File: src/rtl/counter_disable_delay.sv
// -----------------------------------------------------------------------------
// counter_disable_delay
//
// Purpose:
//   Passes a raw enable through to a registered output. The rising edge
//   appears one clock later. The falling edge is stretched by a programmable
//   number of clock cycles. The hold length is sampled from `delay` while
//   enable is high. Once a countdown starts, that value is frozen, so later
//   changes on `delay` cannot shorten or extend a running hold.
//
// Parameters:
//   COUNTER_WIDTH  width of the delay input and of the internal hold counter.
//
// Ports:
//   clock           single rising-edge clock
//   reset           synchronous, active-high reset
//   enable          raw enable whose falling edge is delayed
//   delay           hold time in clock cycles (unsigned)
//   delayed_enable  registered enable with a delayed falling edge
//   hold_active     high while the hold countdown runs (state HOLD)
//   hold_done       one-cycle pulse when delayed_enable falls because
//                   enable dropped (not on reset, not on re-assert)
//   count_out       remaining hold count, 0 outside HOLD
// -----------------------------------------------------------------------------
module counter_disable_delay #(
  parameter int COUNTER_WIDTH = 16
) (
  input  logic                     clock,
  input  logic                     reset,
  input  logic                     enable,
  input  logic [COUNTER_WIDTH-1:0] delay,
  output logic                     delayed_enable,
  output logic                     hold_active,
  output logic                     hold_done,
  output logic [COUNTER_WIDTH-1:0] count_out
);

  typedef enum logic [1:0] {
    IDLE = 2'd0,
    ON   = 2'd1,
    HOLD = 2'd2
  } state_t;

  localparam logic [COUNTER_WIDTH-1:0] CNT_ZERO = {COUNTER_WIDTH{1'b0}};
  localparam logic [COUNTER_WIDTH-1:0] CNT_ONE  = COUNTER_WIDTH'(1'b1);

  // Registered state and outputs
  state_t                     state_r;
  logic [COUNTER_WIDTH-1:0]   latched_delay_r;
  logic [COUNTER_WIDTH-1:0]   counter_r;
  logic                       delayed_enable_r;
  logic                       hold_active_r;
  logic                       hold_done_r;

  // Next-state values
  state_t                     state_s;
  logic [COUNTER_WIDTH-1:0]   latched_delay_s;
  logic [COUNTER_WIDTH-1:0]   counter_s;
  logic                       delayed_enable_s;
  logic                       hold_done_s;

  // Next-state and next-output decode for the IDLE/ON/HOLD machine
  always_comb begin
    state_s          = state_r;
    latched_delay_s  = latched_delay_r;
    counter_s        = counter_r;
    delayed_enable_s = delayed_enable_r;
    hold_done_s      = 1'b0;

    case (state_r)
      IDLE: begin
        if (enable) begin
          state_s          = ON;
          latched_delay_s  = delay;
          delayed_enable_s = 1'b1;
          counter_s        = CNT_ZERO;
        end else begin
          state_s          = IDLE;
          delayed_enable_s = 1'b0;
          counter_s        = CNT_ZERO;
        end
      end

      ON: begin
        if (enable) begin
          // Keep tracking delay so that the value present at the fall is used.
          state_s          = ON;
          latched_delay_s  = delay;
          delayed_enable_s = 1'b1;
          counter_s        = CNT_ZERO;
        end else if (latched_delay_r == CNT_ZERO) begin
          // Zero hold: the output falls at the same edge as the plain path.
          state_s          = IDLE;
          delayed_enable_s = 1'b0;
          counter_s        = CNT_ZERO;
          hold_done_s      = 1'b1;
        end else begin
          state_s          = HOLD;
          delayed_enable_s = 1'b1;
          counter_s        = latched_delay_r;
        end
      end

      HOLD: begin
        if (enable) begin
          // Re-assert during hold: return to ON without a gap or a done pulse.
          state_s          = ON;
          latched_delay_s  = delay;
          delayed_enable_s = 1'b1;
          counter_s        = CNT_ZERO;
        end else if (counter_r > CNT_ONE) begin
          state_s          = HOLD;
          delayed_enable_s = 1'b1;
          counter_s        = counter_r - CNT_ONE;
        end else begin
          // Last hold cycle. A counter of 0 cannot occur in HOLD. If it is
          // seen anyway, finish the hold here instead of wrapping to all-ones.
          state_s          = IDLE;
          delayed_enable_s = 1'b0;
          counter_s        = CNT_ZERO;
          hold_done_s      = 1'b1;
        end
      end

      default: begin
        state_s          = IDLE;
        latched_delay_s  = CNT_ZERO;
        delayed_enable_s = 1'b0;
        counter_s        = CNT_ZERO;
        hold_done_s      = 1'b0;
      end
    endcase
  end

  // State and output registers with synchronous reset
  always_ff @(posedge clock) begin
    if (reset) begin
      state_r          <= IDLE;
      latched_delay_r  <= CNT_ZERO;
      counter_r        <= CNT_ZERO;
      delayed_enable_r <= 1'b0;
      hold_active_r    <= 1'b0;
      hold_done_r      <= 1'b0;
    end else begin
      state_r          <= state_s;
      latched_delay_r  <= latched_delay_s;
      counter_r        <= counter_s;
      delayed_enable_r <= delayed_enable_s;
      hold_active_r    <= (state_s == HOLD);
      hold_done_r      <= hold_done_s;
    end
  end

  assign delayed_enable = delayed_enable_r;
  assign hold_active    = hold_active_r;
  assign hold_done      = hold_done_r;
  assign count_out      = counter_r;

endmodule

File: config.mk
export PLATFORM = sky130hd
export DESIGN_NAME = counter_disable_delay
export DESIGN_NICKNAME = d
export VERILOG_FILES = /design/src/rtl/counter_disable_delay.sv
export SDC_FILE = /design/constraint.sdc
export NUM_CORES = 1
export LEC_CHECK = 0
export CAP_MARGIN = 20
export CORE_MARGIN = 2
export CORE_UTILIZATION = 53
export DETAILED_ROUTE_END_ITERATION = 10
export HOLD_SLACK_MARGIN = 0.02
export PLACE_DENSITY = 0.83
export SYNTH_ARGS = -nofsm -noshare
export SYNTH_HDL_FRONTEND = slang
export SYNTH_SLANG_ARGS = --single-unit
File: constraint.sdc
create_clock -name clock -period 3.68 [get_ports clock]
set_clock_uncertainty 0.1 [all_clocks]
set_input_delay 0.368 -clock clock [delete_from_list [all_inputs] [get_ports clock]]
set_output_delay 0.368 -clock clock [all_outputs]
set_load 0.1 [all_outputs]
==> flow_metrics.tcl, run 1 <==
set metrics [dict create \
    cts_buffer_depth 2 \
    dieArea_um2 3705 \
    nNetsFinal 229 \
    crit_type "flip-flop to output port" \
    cts.sinks 37 \
    cts_buffers 5 \
    drt_iter0_drc 72 \
    syn_area_um2 1714 \
    holdWs_ps 401.6 \
    port_buffers 37 \
    hold_violations 0 \
    drv_cap 0 \
    rrSetupSlack_ps 1520 \
    cp-end-kind "output port" \
    ys_seq_area_frac 0.4321 \
    cts_hold_buf 0 \
    cp_slowest_cell "clkdlybuf4s50_1" \
    timing.critical_path.from "count_out[0]$_SDFF_PP0_" \
    slowest_delay_ps 1190 \
    endpoint "count_out[0]" \
    wirelength_mm 3.622 \
    clkSlewWorstSetupHoldPaths_ps 100 \
    tightest_slew_ps 1007 \
    grt_overflow 0 \
    worstPathRequired_ps 3210 \
    slew_violations 0 \
    grt_usage 0.2160 \
    power_per_cell_area_nw_per_um2 329.5 \
    die_x_um 60.87 \
    core-area_um2 3053 \
    grt_pass1_wl_mm 5.844 \
    r2r_start "state_r[0]$_SDFF_PP0_" \
    crit_family "buffers and inverters" \
    core.rowCount 20 \
    drive_gt1_frac 0.09268 \
    routabilityCongestion 0.7706 \
    hold_path.class "flip-flop to flip-flop" \
    dp_hpwl_mm 2.825 \
    synthToLayoutAreaGrowth_pct 25.91 \
    num_io_pins 38 \
    drt-vias-per-instance 5.406 \
    cts_tree "yes" \
    postCtsSetupBuffers 0 \
    cts-resized-gates 0 \
    htree_levels 2 \
    synth_nets 191 \
    r2r_cells 5 \
    startpoint_type "flip-flop" \
    setup_tns_ps 0 \
    postSynthCellCount 166 \
    wl_per_cell_um 14.55 \
    antennaDiodeCount 0 \
    cp_num_buf_inv 1 \
    period_share 0.6764 \
    syn_avg_cell_area_um2 10.33 \
    crit_cells 1 \
    dr_total_vias 1346 \
    grt_pass1_vias 1264 \
    status "completed" \
    ir_worst_vdd_uv 294.1 \
    cts.root.buffer_cell "clkbuf_4" \
    critical_path.cell_chain "clkdlybuf4s50_1" \
    clock_latency_ps 330 \
    arrival_ps 2020 \
    max_clock_freq_mhz 401.7 \
    fin_ws_ps 1191 \
    rsz0062_at_grt "no" \
    ys_seq_elements 37 \
    setup_viol 0 \
    grt_max_degree 23 \
    final.min_clock_period_ps 2489 \
    start_util 0.5615 \
    relSlewSlack 0.3266 \
    pre_cts_ws_ps 1484 \
    drt_pass1_iterations 4 \
    antenna_left 0 \
    r2r_end "count_out[5]$_SDFF_PP0_" \
    final_cell_mix "37 x dfxtp_1, 37 x clkdlybuf4s50_1, 23 x nor2_1" \
    die_h_um 60.87 \
    p_leak_nw 0.9541 \
    antenna_found_initial 0 \
    drc 0 \
    ys_types 35 \
    crit_fanout 6 \
    total_power_mw 0.7112 \
    yosys_warnings 0 \
]
cell usage after synthesis (all sizes together):
library cell / instances / area share
xnor2: 3 / 0.015
o311a: 1 / 0.0058
o21bai: 1 / 0.0044
nand3b: 1 / 0.0044
o21ai: 2 / 0.012
nand4b: 1 / 0.0051
nor4b: 1 / 0.014
o31a: 1 / 0.0051
xor2: 10 / 0.051
o21ba: 1 / 0.0058
or2b: 2 / 0.010
nor3b: 1 / 0.0073
a21oi: 2 / 0.0058
nand2: 4 / 0.010
ha: 6 / 0.044
nor4: 7 / 0.043
or2: 1 / 0.0037
dfxtp: 37 / 0.43
o211ai: 3 / 0.013
clkbuf: 3 / 0.0066
nor3: 6 / 0.020
mux2i: 16 / 0.093
nand3: 3 / 0.0088
o2bb2ai: 16 / 0.082
nor2b: 1 / 0.0037
nand4: 4 / 0.015
inv: 5 / 0.011
buf: 4 / 0.017
nor2: 23 / 0.050
kinds of logic after synthesis:
logic type               after synthesis  synth area share
adder cells (fa/ha/maj)                6           0.04379
multiplexers                          16           0.09343
AO/OA/AOI/OAI                         27            0.1343
buffers and inverters                 12           0.03431
AND/OR/NAND/NOR                       55            0.1956
XOR/XNOR                              13           0.06642
flip-flops                            37            0.4321
how the worst min path moves through the flow:
stage | cells past startpoint | from | endpoint | slack (ps)
final | 1 | latched_delay_r[14]$_SDFFE_PP0P_ | count_out[14]$_SDFF_PP0_ | 400
after global routing | 1 | latched_delay_r[13]$_SDFFE_PP0P_ | count_out[13]$_SDFF_PP0_ | 420
after CTS | 1 | latched_delay_r[14]$_SDFFE_PP0P_ | count_out[14]$_SDFF_PP0_ | 400
after detailed placement | 1 | latched_delay_r[9]$_SDFFE_PP0P_ | count_out[9]$_SDFF_PP0_ | 380
after global placement | 1 | latched_delay_r[8]$_SDFFE_PP0P_ | count_out[8]$_SDFF_PP0_ | 370
after floorplan | 1 | latched_delay_r[0]$_SDFFE_PP0P_ | count_out[0]$_SDFF_PP0_ | 350
routing by layer:
layer	routed length [um]	GRT usage	share of wire
met1	1747	0.2886	0.48
met2	1677	0.3441	0.46
met3	134	0.03625	0.037
met4	62	0.09627	0.017
met5	0	0	0
final cells by class:
class | count | area [um^2]
clock inverters | 2 | 10.01
fillers | 247 | 894.6
repair buffers | 38 | 377.9
flip-flops and latches | 37 | 740.7
clock buffers | 6 | 41.29
well taps | 44 | 55.05
multi-input cells | 117 | 914.6
inverters | 5 | 18.77
where the power goes:
| part | internal (mW) | switching (mW) | leakage, nW |
|---|---|---|---|
| clock | 0.0728 | 0.122 | 0.0320 |
| combinational | 0.0426 | 0.0469 | 0.620 |
| sequential | 0.414 | 0.0126 | 0.302 |
stage by stage:
stage | cells | instance area, um^2 | util
2_1_floorplan | 166 | 1714 | -
3_3_place_gp | 241 | 2107 | 0.6902
3_5_place_dp | 241 | 2107 | 0.6902
4_1_cts | 249 | 2158 | 0.7070
5_1_grt | 249 | 2158 | 0.7070
6_report | 249 | 2158 | 0.7070
state kept, by name, summed over array words and instances (netlist names):
register	cells
count_out	16
state_r	2
latched_delay_r	16
hold_active	1
hold_done	1
delayed_enable	1
Power figures use the tool's default switching activity.
==> run 2: changes to the inputs <==
Settings changed: CORE_UTILIZATION 53 to 49, PLACE_DENSITY 0.83 to 0.78.
Clock period 3.68 ns to 2.6 ns, I/O delays scaled along.
==> flow_metrics.tcl, run 2 (synthesized netlist as in run 1, its figures left out) <==
set metrics [dict create \
    tightest_slew_ps 494.5 \
    total_power_mw 1.007 \
    nNetsFinal 230 \
    start_util 0.5137 \
    crit_type "flip-flop to flip-flop" \
    rrSetupSlack_ps 720 \
    hold_violations 0 \
    dp_cells 244 \
    grt_usage 0.1968 \
    final_cell_mix "37 x dfxtp_1, 23 x nor2_1, 21 x buf_4" \
    antennaDiodeCount 0 \
    dr_total_vias 1355 \
    wirelength_mm 3.575 \
    power_per_cell_area_nw_per_um2 474.8 \
    worstPathRequired_ps 2760 \
    nFillCells 287 \
    setup_tns_ps 0 \
    port_buffers 37 \
    max_clock_freq_mhz 532.5 \
    die_h_um 63.15 \
    num_io_pins 38 \
    layout_commonest_cell "dfxtp_1" \
    cts_buffers 5 \
    drt_iter0_drc 76 \
    p_leak_nw 0.9981 \
    antenna_left 0 \
    dp_hpwl_mm 2.830 \
    cts.sinks 37 \
    routabilityCongestion 0.7248 \
    synthToLayoutAreaGrowth_pct 23.72 \
    relSlewSlack 0.6678 \
    core.rowCount 21 \
    r2r_cells 6 \
    final_cell_area_um2 2121 \
    finalNonFillerCells 252 \
    status "completed" \
    grt_pass1_vias 1312 \
    postCtsSetupBuffers 0 \
    core-area_um2 3337 \
    cts_hold_buf 0 \
    slew_violations 0 \
    cts-resized-gates 0 \
    clkSlewWorstSetupHoldPaths_ps 100 \
    period_share 0.7222 \
    rsz0062_at_grt "no" \
    wl_per_cell_um 14.19 \
    busiest_layer "met2" \
    startpoint_type "flip-flop" \
    ir_worst_vdd_uv 352.4 \
    arrival_ps 2040 \
    drive_gt1_frac 0.1893 \
    pre_cts_ws_ps 606.9 \
    grt_overflow 0 \
    dieArea_um2 3987 \
    final.min_clock_period_ps 1878 \
    cts_tree "yes" \
    htree_levels 2 \
    grt.met1_usage 0.2365 \
    endpoint "count_out[2]$_SDFF_PP0_" \
    cts_buffer_depth 2 \
    cts.root.buffer_cell "clkbuf_4" \
    clock_latency_ps 330 \
    crit_fanout 16 \
    antenna_found_initial 0 \
    grt_pass1_wl_mm 6.044 \
    drv_cap 0 \
    timing.critical_path.from "state_r[0]$_SDFF_PP0_" \
    place_area_um2 2069 \
    cp-end-kind "flip-flop" \
    setup_viol 0 \
    drt-vias-per-instance 5.377 \
    grt_max_degree 19 \
    drc 0 \
    grt_use_met3 0.05893 \
    use_met2 0.3298 \
    hold_path.class "flip-flop to flip-flop" \
    r2r_end "count_out[2]$_SDFF_PP0_" \
    r2r_start "state_r[0]$_SDFF_PP0_" \
    die_x_um 63.15 \
    drt_pass1_iterations 4 \
    fin_ws_ps 722.2 \
]
## run 2: cell types whose count changed in the layout (fill, tap and decap cells not counted), sizes merged
| cell | change |
|---|---|
| buf | +20 |
| clkdlybuf4s50 | -19 |
## run 2: worst min path at each step
stage / endpoint / cells after the start / start / slack, ps
final: count_out[0]$_SDFF_PP0_ / 1 / latched_delay_r[0]$_SDFFE_PP0P_ / 400
after global routing: count_out[0]$_SDFF_PP0_ / 1 / latched_delay_r[0]$_SDFFE_PP0P_ / 410
after CTS: count_out[0]$_SDFF_PP0_ / 1 / latched_delay_r[0]$_SDFFE_PP0P_ / 400
after detailed placement: count_out[0]$_SDFF_PP0_ / 1 / latched_delay_r[0]$_SDFFE_PP0P_ / 390
after global placement: count_out[0]$_SDFF_PP0_ / 1 / latched_delay_r[0]$_SDFFE_PP0P_ / 380
after floorplan: latched_delay_r[0]$_SDFFE_PP0P_ / 2 / delay[0] / 310
## run 2: worst max-delay path, cell delays in order, from the launching register on
cell,delay [ps]
dfxtp_1,370
inv_1,80
ha_1,310
or2b_2,340
nor4b_4,220
buf_4,240
o2bb2ai_1,140
## run 2: final cells by class
class,count,area [um^2],area share
Inverter,5,18.77,0.008850
Timing Repair Buffer,39,337.8,0.1593
Clock inverter,2,10.01,0.004720
Sequential cell,37,740.7,0.3493
Multi-Input combinational cell,117,914.6,0.4313
Tap cell,46,57.56,0.02714
Clock buffer,6,41.29,0.01947
## run 2: where the power goes
part / total [mW] / switching, mW / internal, mW / leakage, nW
Combinational: 0.125 / 0.0657 / 0.0595 / 0.664
Clock: 0.278 / 0.175 / 0.103 / 0.0320
Sequential: 0.604 / 0.0179 / 0.586 / 0.302
Total: 1.01 / 0.259 / 0.748 / 0.998
## run 2: layer usage
layer / share of wire / routed length (um) / up-vias
met4: 0.016 / 58 / 0
met2: 0.49 / 1753 / 37
li1: - / - / 683
met5: 0 / 0 / -
met3: 0.053 / 191 / 4
met1: 0.44 / 1572 / 631
## run 2: metrics by stage
| stage | utilization | hold WS, ps |
|---|---|---|
| after detailed placement | 0.6202 | 385.8 |
| after CTS | 0.6355 | 398.1 |
| after global routing | 0.6355 | 410.7 |
| after floorplan | - | 307.2 |
| final | 0.6355 | 400.4 |
| after global placement | 0.6202 | 380.3 |
